[src/rtl/uart_flash_cmd_seq.sv]
// UART command sequencer: parses "R" + AAAAAA + LL + CR and streams flash bytes to the transmit stage.
// Optional echo of parse-phase bytes (and '?' on error) when UART_FLASH_CMD_ECHO_EN is defined.
module uart_flash_cmd_seq #(
  parameter logic [23:0] BASE_ADDR = 24'h400000,
  parameter logic [7:0]  ESC_CHAR  = 8'h1B
) (
  input  logic        clk,
  input  logic        rstn,
  input  logic [7:0]  rx_data,
  input  logic        rx_valid,
  output logic        rx_read,
  output logic        flash_read,
  output logic [23:0] flash_addr,
  input  logic        flash_ready,
  input  logic [7:0]  flash_data,
  output logic [7:0]  out_data,
  output logic        out_write,
  input  logic        out_ready,
  output logic        busy,
  output logic        err
);

  localparam int unsigned AW = 24;
  localparam int unsigned DW = 8;
  localparam int unsigned CW = 9;
  localparam int unsigned NW = 3;

  localparam logic [DW-1:0] CHAR_CR = 8'h0D;
  localparam logic [DW-1:0] CHAR_LF = 8'h0A;

  typedef enum logic [3:0] {
    IDLE, ADDR, LEN, EOL, FREQ, FWAIT, TXREQ, TXHOLD, TXWAIT
  } state_t;

  state_t        state_q, state_d;
  logic [DW-1:0] byte_q, byte_d;
  logic          pend_q, pend_d;
  logic [AW-1:0] addr_q, addr_d;
  logic [DW-1:0] len_q, len_d;
  logic [CW-1:0] cnt_q, cnt_d;
  logic [NW-1:0] dig_q, dig_d;
  logic          abort_q, abort_d;
  logic          rx_read_q, rx_read_d;
  logic          flash_read_q, flash_read_d;
  logic [AW-1:0] flash_addr_q, flash_addr_d;
  logic [DW-1:0] out_data_q, out_data_d;
  logic          out_write_q, out_write_d;
  logic          busy_q, busy_d;
  logic          err_q, err_d;
`ifdef UART_FLASH_CMD_ECHO_EN
  localparam logic [DW-1:0] CHAR_QM = 8'h3F;
  state_t        ret_q, ret_d;
  logic          ret_pend_q, ret_pend_d;
`endif

  logic          take_c;
  logic          parse_st_c;
  logic          parse_err_c;
  logic [4:0]    hex_c;

  // {valid, nibble} for an ASCII hex digit
  function automatic logic [4:0] hex_dec(input logic [7:0] c);
    if (c >= 8'h30 && c <= 8'h39)      hex_dec = {1'b1, 4'(c - 8'h30)};
    else if (c >= 8'h41 && c <= 8'h46) hex_dec = {1'b1, 4'(c - 8'h37)};
    else if (c >= 8'h61 && c <= 8'h66) hex_dec = {1'b1, 4'(c - 8'h57)};
    else                               hex_dec = 5'd0;
  endfunction

  always_comb begin
    state_d      = state_q;
    byte_d       = byte_q;
    pend_d       = pend_q;
    addr_d       = addr_q;
    len_d        = len_q;
    cnt_d        = cnt_q;
    dig_d        = dig_q;
    abort_d      = abort_q;
    flash_addr_d = flash_addr_q;
    out_data_d   = out_data_q;
    busy_d       = busy_q;
    rx_read_d    = 1'b0;
    flash_read_d = 1'b0;
    out_write_d  = 1'b0;
    err_d        = 1'b0;
    parse_err_c  = 1'b0;
`ifdef UART_FLASH_CMD_ECHO_EN
    ret_d        = ret_q;
    ret_pend_d   = ret_pend_q;
`endif
    take_c     = rx_valid && !rx_read_q;
    parse_st_c = state_q inside {IDLE, ADDR, LEN, EOL};
    hex_c      = hex_dec(byte_q);

    // During a burst every byte is drained; only ESC has an effect
    if (busy_q) begin
      if (take_c) begin
        rx_read_d = 1'b1;
        if (rx_data == ESC_CHAR) abort_d = 1'b1;
      end
    end else if (parse_st_c && !pend_q && take_c) begin
      rx_read_d = 1'b1;
      byte_d    = rx_data;
`ifdef UART_FLASH_CMD_ECHO_EN
      out_data_d = rx_data;
      ret_d      = state_q;
      ret_pend_d = 1'b1;
      state_d    = TXREQ;
`else
      pend_d     = 1'b1;
`endif
    end

    case (state_q)
      IDLE: if (pend_q) begin
        pend_d = 1'b0;
        if (byte_q == 8'h52 || byte_q == 8'h72) begin
          state_d = ADDR;
          dig_d   = '0;
        end else if (byte_q != CHAR_CR && byte_q != CHAR_LF) begin
          parse_err_c = 1'b1;
        end
      end
      ADDR: if (pend_q) begin
        pend_d = 1'b0;
        if (hex_c[4]) begin
          addr_d = {addr_q[AW-5:0], hex_c[3:0]};
          if (dig_q == 3'd5) begin
            dig_d   = '0;
            state_d = LEN;
          end else begin
            dig_d = NW'(dig_q + 3'd1);
          end
        end else begin
          parse_err_c = 1'b1;
        end
      end
      LEN: if (pend_q) begin
        pend_d = 1'b0;
        if (hex_c[4]) begin
          len_d = {len_q[3:0], hex_c[3:0]};
          if (dig_q == 3'd1) begin
            dig_d   = '0;
            state_d = EOL;
          end else begin
            dig_d = NW'(dig_q + 3'd1);
          end
        end else begin
          parse_err_c = 1'b1;
        end
      end
      EOL: if (pend_q) begin
        pend_d = 1'b0;
        if (byte_q == CHAR_CR) begin
          flash_addr_d = AW'(BASE_ADDR + addr_q);
          cnt_d        = (len_q == 8'd0) ? 9'd256 : CW'(len_q);
          busy_d       = 1'b1;
          abort_d      = 1'b0;
          state_d      = FREQ;
        end else begin
          parse_err_c = 1'b1;
        end
      end
      FREQ: begin
        flash_read_d = 1'b1;
        state_d      = FWAIT;
      end
      FWAIT: if (flash_ready) begin
        out_data_d = flash_data;
        state_d    = TXREQ;
      end
      TXREQ: if (out_ready) begin
        out_write_d = 1'b1;
        state_d     = TXHOLD;
      end
      // out_ready still reflects the pre-write idle state here
      TXHOLD: state_d = TXWAIT;
      TXWAIT: if (out_ready) begin
        if (busy_q) begin
          flash_addr_d = AW'(flash_addr_q + 24'd1);
          cnt_d        = CW'(cnt_q - 9'd1);
          if (cnt_q == 9'd1 || abort_q) begin
            busy_d  = 1'b0;
            abort_d = 1'b0;
            state_d = IDLE;
          end else begin
            state_d = FREQ;
          end
        end
`ifdef UART_FLASH_CMD_ECHO_EN
        else begin
          state_d = ret_q;
          pend_d  = ret_pend_q;
        end
`endif
      end
      default: state_d = IDLE;
    endcase

    if (parse_err_c) begin
      err_d   = 1'b1;
      state_d = IDLE;
`ifdef UART_FLASH_CMD_ECHO_EN
      out_data_d = CHAR_QM;
      ret_d      = IDLE;
      ret_pend_d = 1'b0;
      state_d    = TXREQ;
`endif
    end
  end

  always_ff @(posedge clk or negedge rstn) begin
    if (!rstn) begin
      state_q      <= IDLE;
      byte_q       <= '0;
      pend_q       <= 1'b0;
      addr_q       <= '0;
      len_q        <= '0;
      cnt_q        <= '0;
      dig_q        <= '0;
      abort_q      <= 1'b0;
      rx_read_q    <= 1'b0;
      flash_read_q <= 1'b0;
      flash_addr_q <= BASE_ADDR;
      out_data_q   <= '0;
      out_write_q  <= 1'b0;
      busy_q       <= 1'b0;
      err_q        <= 1'b0;
`ifdef UART_FLASH_CMD_ECHO_EN
      ret_q        <= IDLE;
      ret_pend_q   <= 1'b0;
`endif
    end else begin
      state_q      <= state_d;
      byte_q       <= byte_d;
      pend_q       <= pend_d;
      addr_q       <= addr_d;
      len_q        <= len_d;
      cnt_q        <= cnt_d;
      dig_q        <= dig_d;
      abort_q      <= abort_d;
      rx_read_q    <= rx_read_d;
      flash_read_q <= flash_read_d;
      flash_addr_q <= flash_addr_d;
      out_data_q   <= out_data_d;
      out_write_q  <= out_write_d;
      busy_q       <= busy_d;
      err_q        <= err_d;
`ifdef UART_FLASH_CMD_ECHO_EN
      ret_q        <= ret_d;
      ret_pend_q   <= ret_pend_d;
`endif
    end
  end

  assign rx_read    = rx_read_q;
  assign flash_read = flash_read_q;
  assign flash_addr = flash_addr_q;
  assign out_data   = out_data_q;
  assign out_write  = out_write_q;
  assign busy       = busy_q;
  assign err        = err_q;

endmodule

[config.mk]
export PLATFORM = sky130hd
export DESIGN_NAME = uart_flash_cmd_seq
export DESIGN_NICKNAME = d
export VERILOG_FILES = /design/src/rtl/uart_flash_cmd_seq.sv
export SDC_FILE = /design/constraint.sdc
export NUM_CORES = 1
export LEC_CHECK = 0
export BUFFER_PORTS_ARGS = -buffer_cell sky130_fd_sc_hd__buf_2
export CORE_MARGIN = 1
export CORE_UTILIZATION = 55
export CTS_BUF_LIST = sky130_fd_sc_hd__clkbuf_4 sky130_fd_sc_hd__clkbuf_8
export DETAILED_ROUTE_END_ITERATION = 7
export PLACE_DENSITY_LB_ADDON = 0.3
export SYNTH_ARGS = -nofsm -noshare
export SYNTH_HDL_FRONTEND = slang
export SYNTH_SLANG_ARGS = --single-unit
export TNS_END_PERCENT = 10
[constraint.sdc]
create_clock -name clk -period 3 [get_ports clk]
set_clock_uncertainty 0.2 [all_clocks]
set_input_delay 0.3 -clock clk [delete_from_list [all_inputs] [get_ports clk]]
set_output_delay 0.3 -clock clk [all_outputs]
set_load 0.01 [all_outputs]
## Yosys cells after proc, flatten, opt, wreduce, memory -nomap -nowiden

Index checks and enable logic that the tools add are counted.

| cells by class | value |
|---|---|
| bitwise operators | 1 |
| reduce and logical (&&, ||, !) cells | 26 |
| add/sub/neg operators | 7 |
| $lt $le $gt $ge | 6 |
| equality and inequality tests | 41 |
| multiplexer cells | 74 |

Operators by type and width:

| cell | number |
|---|---|
| 2-to-1 mux 24 bit | 4 |
| 2-to-1 mux 4 bit | 15 |
| one-hot mux 24 bit (2 select lines) | 1 |
| 2-to-1 mux 9 bit | 5 |
| one-hot mux 4 bit (9 select lines) | 1 |
| 2-to-1 mux 1 bit | 31 |
| inequality test 3 bit, second input constant | 10 |
| 2-to-1 mux 3 bit | 9 |
| adder 23 x 24 -> 24 bit, first input constant | 1 |
| adder 24 x 1 -> 24 bit, second input constant | 1 |
| one-hot mux 9 bit (2 select lines) | 1 |
| == test 4 x 3 -> 1 bit, second input constant | 4 |
| == test 8 x 7 -> 1 bit, second input constant | 2 |
| greater-or-equal comparator 8 x 7 -> 1 bit, second input constant | 2 |
| <= comparator 8 x 7 -> 1 bit, second input constant | 2 |
| inequality test 2 bit, second input constant | 8 |
| inequality test 8 x 4 -> 1 bit, second input constant | 2 |
| 2-to-1 mux 5 bit | 3 |
| AND reduction 14 bit | 1 |
| inequality test 3 x 2 -> 1 bit, second input constant | 4 |
| == test 9 x 1 -> 1 bit, second input constant | 1 |
| one-hot mux 3 bit (3 select lines) | 1 |
| subtractor 9 x 1 -> 9 bit, second input constant | 1 |
| == test 4 x 2 -> 1 bit, second input constant | 2 |
| 30 further kinds | 43 |

| storage, ports and cells | value |
|---|---|
| bits in registers | 95 |
| logic and storage cells | 170 |
| input bits | 21 |

## Logic depth before layout (Yosys ltp)

Gate-level depths: netlist of run 1.

| depth | value |
|---|---|
| depth after elaboration | 10 |
| gate-level depth with buffers | 9 |
| gate-level depth less buffers | 7 |

## Worst setup path after synthesis of run 1

Ideal clock, no wire load.

| timing path | value |
|---|---|
| kind | register to register |
| start | register byte_q[0] |
| end | register addr_q[11] |
| stages on the path, launching flop included | 8 |
| data required time | 2675 ps |
| arrival time | 2242 ps |
| slack | 433 ps |
| clock period less this slack | 2567 ps |
| cells stage by stage | dfrtp_1 inv_1 ha_1 or3b_2 and4b_1 o211ai_4 buf_4 mux2_2 |

| between the ends | value |
|---|---|
| word-level cells in the longest chain between the ends | 6 |

RTL lines:

| what | line | source |
|---|---|---|
| start: declaration | 36 | `logic [DW-1:0] byte_q, byte_d;` |
| start signal: assignment | 234 | `byte_q <= byte_d;` |
| greater-or-equal comparator 8 x 7 -> 1 bit or <= comparator 8 x 7 -> 1 bit (tied branches) | 65 | `else if (c >= 8'h61 && c <= 8'h66) hex_dec = {1'b1, 4'(c - 8'h57)};` |
| logical AND 1 bit | 65 |  |
| 2-to-1 mux 5 bit | 65 |  |
| 2-to-1 mux 5 bit | 64 | `else if (c >= 8'h41 && c <= 8'h46) hex_dec = {1'b1, 4'(c - 8'h37)};` |
| 2-to-1 mux 5 bit (*) | 63 | `if (c >= 8'h30 && c <= 8'h39) hex_dec = {1'b1, 4'(c - 8'h30)};` |
| AND reduction 3 bit (no line) (*) | - |  |
| end signal: assignment | 236 | `addr_q <= addr_d;` |
| end: declaration | 38 | `logic [AW-1:0] addr_q, addr_d;` |

Mark *: on every way between the ends. The rest lies on a longest branch, timed or not.
A chain may end at the register's enable or synchronous reset.

## Worst setup path after layout of run 1

| timing path | value |
|---|---|
| start | register byte_q[1] |
| end | register len_q[7] |

| between the ends | value |
|---|---|
| word-level cells in the longest chain between the ends | 6 |

RTL lines:

| what | line | source |
|---|---|---|
| greater-or-equal comparator 8 x 7 -> 1 bit or <= comparator 8 x 7 -> 1 bit (tied branches) | 65 |  |
| logical AND 1 bit | 65 |  |
| 2-to-1 mux 5 bit | 65 |  |
| 2-to-1 mux 5 bit | 64 |  |
| 2-to-1 mux 5 bit (*) | 63 |  |
| AND reduction 3 bit (no line) (*) | - |  |
| end signal: assignment | 237 | `len_q <= len_d;` |
| end: declaration | 39 | `logic [DW-1:0] len_q, len_d;` |

Marks and branches as above.

==> qor.yml, run 1 <==
dp_cells: 653
power_density_mw_per_mm2: 647
grt_pass1_vias: 4021
antennaDiodeCount: 0
area_growth_pct: 16.4
drive_above_1_share: 0.254
via_per_inst: 6.28
grt_max_degree: 62
htreeDepth: 3
fmax_mhz: 366
cts_tree: "built"
grt_pass1_wl_um: 20400
criticalPathCategory: "reg -> reg"
status: "complete, but fails checks"
cts.hold.buffers_added: 17
wirelength_um: 12300
syn_area_per_cell_um2: 10.2
arrival_ns: 2.78
ys_seq_elements: 95
drt-met1-wl_um: 5570
clk_pin_slew_ns: 0.10
rows: 34
yosysSeqAreaShare: 0.468
routabilityCongestion: 0.848
clockRootBuffer: "clkbuf_8"
cpPeakStageDelay_ns: 0.48
synth_fp_nets: 529
final_antenna_net_count: 0
cts_setup_buffers: 0
fin_setup_tns_ns: 0
final_common_cell: "dfrtp_1"
ctsResizeCount: 0
critPathMaxFanout: 6
crit_chain: "inv_1, ha_1, or3b_2, and4b_1, o211ai_1, mux2_2"
synthCells: 500
vdd_drop_max_v: 0.000441
die_x_um: 98.1
finalHoldViolations: 0
post-route-period-util: 0.911
synth_async_sr_flop_share: 1.00
cp_slowest_cell: "or3b_2"
grtUsageTotal: 0.265
syn_area_mm2: 0.00508
drv_slew: 0
clock_sinks: 95
fin_nets: 602
worst_pin_slew_ns: 0.705
hold_class: "in -> reg"
drc: 3
cts_buffer_depth: 2
overflow: 0
grt_antenna_before_repair: 0
synth_edf_count: 0
top_layer_used: "met4"
ioPinCount: 58
fin_crit_ns: 2.73
endpoint_kind: "flip-flop"
final_cell_mix: "dfrtp_1, buf_2, o21ai_0"
slew_headroom: 0.530
die_y_um: 98.1
critical_path_required_ns: 3.05
whs_path_depth: 3
reg2reg_from: "byte_q[1]"
place_hpwl_um: 8340
wl_met2_um: 5920
setup_viol: 0
fin_cells: 686
die-area_mm2: 0.00962
startpoint_type: "flip-flop"
numCtsBuffers: 9
yosysWarnings: 0
io_buffers: 57
hold_path_startpoint: "rx_valid"
vias: 4306
ys.flop_type: "dfrtp_1"
met3_length_um: 595
start_util: 0.574
rsz0062_at_grt: "no"
firstDrtPassIters: 7
reg2reg_depth: 6
drt_iter0_markers: 393
violations: "design-rule violations"
cap_viol_max_count: 0
core_region_area_mm2: 0.00885
startpoint: "byte_q[1]"
yosysUniqueCellTypes: 67
detail_route.wl_per_cell_um: 17.9
p_leak_uw: 0.00268
clock_latency_ns: 0.37
==> area by class of cell <==
| type | count | area, um^2 |
|---|---|---|
| well taps | 108 | 135 |
| clock inverters | 6 | 72.6 |
| clock buffers | 10 | 138 |
| inverters | 8 | 30.0 |
| flip-flops and latches | 95 | 2380 |
| fillers | 697 | 2940 |
| repair buffers | 91 | 611 |
| multi-input cells | 368 | 2550 |
==> flip-flops by register name (all words and copies together), names as in the netlist <==
signal / cells
cnt_q: 9
err: 1
rx_read: 1
addr_q: 24
state_q: 4
flash_addr: 24
out_data: 8
dig_q: 3
byte_q: 8
pend_q: 1
busy: 1
out_write: 1
len_q: 8
flash_read: 1
abort_q: 1
==> path summary, 6_finish.rpt <==
kind | endpoint | slack (ns)
min in group asynchronous | state_q[0] | 0.32
worst min-delay path | rx_read | 0.03
worst max-delay path | len_q[7] | 0.27
worst min register to register | cnt_q[8] | 0.32
max in group asynchronous | addr_q[19] | 1.52
worst max register to register | len_q[7] | 0.27
==> cell families after synthesis <==
logic type      share of synthesized area
simple gates                        0.176
compound gates                      0.200
flops                               0.468
mux                                0.0970
buf+inv                            0.0318
fa+ha+maj                          0.0197
xor+xnor                          0.00690
==> layer usage <==
metal,up-vias,GRT usage
li1,2019,-
met1,2094,0.381
met2,175,0.421
met3,18,0.0358
met4,0,0.0793
met5,-,0
==> critical path: cells and delay by family (launching register included) <==
family	cells	cell delay [ns]
AND/OR/NAND/NOR	2	0.78
AO/OA/AOI/OAI	1	0.45
multiplexers	1	0.40
flip-flops	1	0.45
adder cells (fa/ha/maj)	1	0.23
buffers and inverters	1	0.12
==> power by group <==
group / switching, uW / internal [uW] / total (uW)
sequential: 355 / 1540 / 1890
clock: 486 / 421 / 907
combinational: 549 / 477 / 1030
total: 1390 / 2440 / 3830
==> Yosys cell counts (all sizes together) (4+ instances only) <==
cell,count,share of area
a21oi,41,0.040
a2bb2oi,16,0.028
a31oi,5,0.0062
and2,6,0.0074
and3,7,0.0086
buf,12,0.013
clkbuf,17,0.013
dfrtp,94,0.46
ha,8,0.020
inv,8,0.0059
mux2,42,0.093
nand2,38,0.028
nand2b,9,0.011
nand3,20,0.021
nand4,10,0.012
nor2,26,0.019
nor2b,4,0.0049
nor3,6,0.0059
nor3b,6,0.0099
nor4,4,0.0049
o21ai,45,0.044
o22ai,11,0.014
xor2,4,0.0069
==> per-stage QoR <==
step	setup slack (ns)	cell area, um^2	power, uW	hold slack, ns	utilization
global route	0.145	5910	4050	0.0268	0.668
global placement	0.442	5530	2840	0.187	0.625
detailed placement	0.341	5530	2900	0.195	0.625
floorplan	0.433	5080	2510	-0.196	-
CTS	0.281	5910	3830	0.0212	0.668
finish	0.267	5910	3830	0.0278	0.668
No activity file was read; power rests on OpenSTA's default activity.
==> inputs of run 2 (changes only) <==
PLACE_DENSITY = 0.81   (was default)
PLACE_DENSITY_LB_ADDON = default   (was 0.3)
==> qor.yml, run 2 (synthesis results as in run 1) <==
reg2reg_from: "byte_q[0]"
final_common_cell: "dfrtp_1"
hold_class: "in -> reg"
vdd_drop_max_v: 0.000432
arrival_ns: 2.78
clock_sinks: 95
routabilityCongestion: 0.910
antennaDiodeCount: 0
clk_pin_slew_ns: 0.09
worst_pin_slew_ns: 0.789
numCtsBuffers: 9
cts_tree: "built"
via_per_inst: 6.28
wirelength_um: 11800
fin_setup_tns_ns: 0
fmax_mhz: 367
p_total_uw: 3840
grtUsageTotal: 0.257
violations: "design-rule violations"
layout_setup_ws_ns: 0.275
start_util: 0.574
clock_latency_ns: 0.36
rows: 34
fillers: 681
die-area_mm2: 0.00962
drv_slew: 0
hold_path_startpoint: "rx_valid"
die_y_um: 98.1
whs_ns: 0.0213
slew_headroom: 0.474
place_hpwl_um: 8130
r2r_end: "addr_q[17]"
overflow: 0
post-route-period-util: 0.908
fin_cells: 683
r2r_slack_ns: 0.27
critical_path_required_ns: 3.05
detail_route.wl_per_cell_um: 17.3
endpoint: "addr_q[17]"
io_buffers: 57
startpoint_type: "flip-flop"
grt_pass1_vias: 3974
final_cell_mix: "dfrtp_1, buf_2, o21ai_0"
dp_cells: 651
power_density_mw_per_mm2: 651
fin_nets: 600
final_antenna_net_count: 0
status: "complete, but fails checks"
htreeDepth: 3
vias: 4291
criticalPathCategory: "reg -> reg"
pre_cts_slack_ns: 0.306
grt_max_degree: 63
critPathMaxFanout: 21
cts_buffer_depth: 2
ioPinCount: 58
drt_iter0_markers: 284
area_growth_pct: 16.0
clockRootBuffer: "clkbuf_8"
cap_viol_max_count: 0
finalHoldViolations: 0
drive_above_1_share: 0.250
firstDrtPassIters: 7
setup_viol: 0
die_x_um: 98.1
p_leak_uw: 0.00267
startpoint: "byte_q[0]"
endpoint_kind: "flip-flop"
drc: 3
fin_crit_ns: 2.73
core_region_area_mm2: 0.00885
grt_antenna_before_repair: 0
rsz0062_at_grt: "no"
grt_pass1_wl_um: 19800
reg2reg_depth: 7
-- run 2: per-stage QoR --
step	util	instance area (um^2)
global route	0.666	5890
floorplan	-	5080
detailed placement	0.622	5510
finish	0.666	5890
global placement	0.622	5510
CTS	0.666	5890
-- run 2: how the worst min path moves through the flow --
stage / end / slack, ns / depth (start not counted)
after floorplan: abort_q / -0.20 / 0
after global placement: cnt_q[7] / 0.23 / 1
after detailed placement: cnt_q[8] / 0.23 / 1
after CTS: rx_read / 0.02 / 3
after global routing: out_write / 0.03 / 2
final: rx_read / 0.02 / 3
-- run 2: worst max-delay path: stages (launching register included) --
cell	delay, ns
dfrtp_1	0.45
inv_1	0.15
ha_1	0.20
or3b_2	0.49
and4b_1	0.29
o211ai_4	0.16
buf_4	0.30
mux2_2	0.37
-- run 2: power by group --
group | internal (uW) | leakage (uW) | switching (uW)
Clock | 471 | 0.000110 | 450
Sequential | 1540 | 0.00125 | 334
Combinational | 477 | 0.00131 | 565
Total | 2490 | 0.00267 | 1350
-- run 2: area by class of cell --
| class | instances | area [um^2] | area share |
|---|---|---|---|
| clock buffers | 9 | 124 | 0.0210 |
| repair buffers | 89 | 583 | 0.0990 |
| multi-input cells | 368 | 2550 | 0.433 |
| inverters | 8 | 30.0 | 0.00510 |
| well taps | 108 | 135 | 0.0229 |
| flip-flops and latches | 95 | 2380 | 0.404 |
| clock inverters | 6 | 91.3 | 0.0155 |
-- run 2: per-layer routing --
| metal | routed length, um | share of wire | vias up | global-route usage |
|---|---|---|---|---|
| met1 | 5100 | 0.43 | 2087 | 0.348 |
| li1 | - | - | 2023 | - |
| met4 | 186 | 0.016 | 0 | 0.0932 |
| met5 | 0 | 0 | - | 0 |
| met2 | 5780 | 0.49 | 164 | 0.414 |
| met3 | 761 | 0.064 | 17 | 0.0494 |
-- run 2: repair_timing --
action                                  in CTS  in global routing
endpoints found under the hold margin       75                  0
setup buffers                                0                  0
endpoints found under the setup margin       0                  0
gates resized for setup                      0                  0
hold buffers                                17                  0
==> inputs of run 3 (changes only) <==
PLACE_DENSITY = default   (was 0.81)
PLACE_DENSITY_LB_ADDON = 0.3   (was default)
clock period = 2.6 ns   (was 3 ns; I/O delays follow)
==> qor.yml, run 3 (synthesis results as in run 1) <==
status: "complete, but fails checks"
violations: "design-rule violations, negative setup slack"
core_region_area_mm2: 0.00885
rows: 34
post-route-period-util: 1.00
cts_tree: "built"
whs_path_depth: 4
fillers: 630
firstDrtPassIters: 7
finish.instance_area_mm2: 0.00611
r2r_end: "addr_q[15]"
startpoint_type: "flip-flop"
hold_class: "in -> reg"
reg2reg_from: "byte_q[0]"
endpoint_kind: "flip-flop"
die-area_mm2: 0.00962
hold_path_startpoint: "flash_ready"
die_y_um: 98.1
wirelength_um: 12700
clock_sinks: 95
criticalPathCategory: "reg -> reg"
critPathMaxFanout: 8
numCtsBuffers: 9
drt_iter0_markers: 292
via_per_inst: 6.29
fin_crit_ns: 2.61
setup_viol: 3
hold_end: "state_q[2]"
clk_pin_slew_ns: 0.10
io_buffers: 57
arrival_ns: 2.67
place_hpwl_um: 8220
r2r_slack_ns: -0.01
clock_latency_ns: 0.37
grt_pass1_wl_um: 20700
layout_setup_ws_ns: -0.0109
grtUsageTotal: 0.269
drive_above_1_share: 0.276
utilization: 0.691
grt_antenna_before_repair: 0
pre_cts_slack_ns: 0.0395
power_density_mw_per_mm2: 738
area_growth_pct: 20.3
routabilityCongestion: 0.872
multi_input_area_mm2: 0.00256
reg2reg_depth: 7
vias: 4419
vdd_drop_max_v: 0.000466
htreeDepth: 3
p_leak_uw: 0.00279
finalHoldViolations: 0
grt_pass1_vias: 4264
whs_ns: 0.110
regArea_mm2: 0.00238
ioPinCount: 58
placed_area_mm2: 0.00563
slew_headroom: 0.629
drc: 3
cap_viol_max_count: 0
overflow: 0
worst_pin_slew_ns: 0.557
final_common_cell: "dfrtp_1"
clockRootBuffer: "clkbuf_8"
drv_slew: 0
final_cell_mix: "dfrtp_1, buf_2, o21ai_0"
cts_buffer_depth: 2
grt_max_degree: 62
detail_route.wl_per_cell_um: 18.0
die_x_um: 98.1
fmax_mhz: 383
fin_nets: 620
final_antenna_net_count: 0
critical_path_required_ns: 2.66
antennaDiodeCount: 0
start_util: 0.574
[run 3: cell types whose count changed in the layout (fill, tap and decap cells not counted), sizes merged]
cell,delta
dlygate4sd3,+2
inv,+1
bufinv,-1
buf,+16
clkbuf,+2
[run 3: layout make-up]
cell class                 instances  area share
tap                              108      0.0221
sequential                        95       0.389
clock buffer                       9      0.0203
multi-input combinational        368       0.420
clock inverter                     6      0.0113
inverter                           8     0.00491
timing repair buffer             109       0.133
[run 3: per-layer routing]
metal / wire (um) / up-vias / track usage / share of wire
met5: 0 / - / 0 / 0
met2: 6210 / 170 / 0.445 / 0.49
met4: 130 / 0 / 0.0828 / 0.010
li1: - / 2058 / - / -
met1: 5690 / 2177 / 0.369 / 0.45
met3: 653 / 14 / 0.0387 / 0.051
[run 3: worst max-delay path by stage]
stage               slack (ns)      start         end  cells after the start
floorplan                 0.03  byte_q[0]  addr_q[11]                      7
global route             -0.04  byte_q[0]  addr_q[20]                      7
finish                   -0.01  byte_q[0]  addr_q[15]                      7
global placement          0.15  byte_q[0]  addr_q[18]                      7
CTS                       0.02  byte_q[0]   addr_q[6]                      7
detailed placement        0.04  byte_q[0]  addr_q[18]                      7
[run 3: metrics by stage]
stage               power [uW]  TNS (ns)  instances
CTS                       4440         0        696
global route              4770    -0.468        703
finish                    4510   -0.0130        703
global placement          3370         0        662
detailed placement        3430         0        662
floorplan                 2890         0        500
[run 3: power by group]
| group | total, uW | internal [uW] | switching, uW |
|---|---|---|---|
| clock network | 1010 | 451 | 561 |
| logic | 1400 | 656 | 742 |
| registers | 2100 | 1780 | 325 |
| total | 4510 | 2880 | 1630 |
[run 3: what timing repair did]
action	in CTS	in global routing
setup buffers	0	5
endpoints found under the hold margin	53	0
endpoints found under the setup margin	0	25
gates resized for setup	0	4
hold buffers	19	0
[run 3: worst max-delay path, stage by stage, from the launching register on]
cell,delay (ns)
dfrtp_1,0.45
inv_2,0.10
ha_1,0.18
or3b_4,0.39
and4b_2,0.30
o211ai_4,0.33
clkbuf_16,0.22
mux2_2,0.33
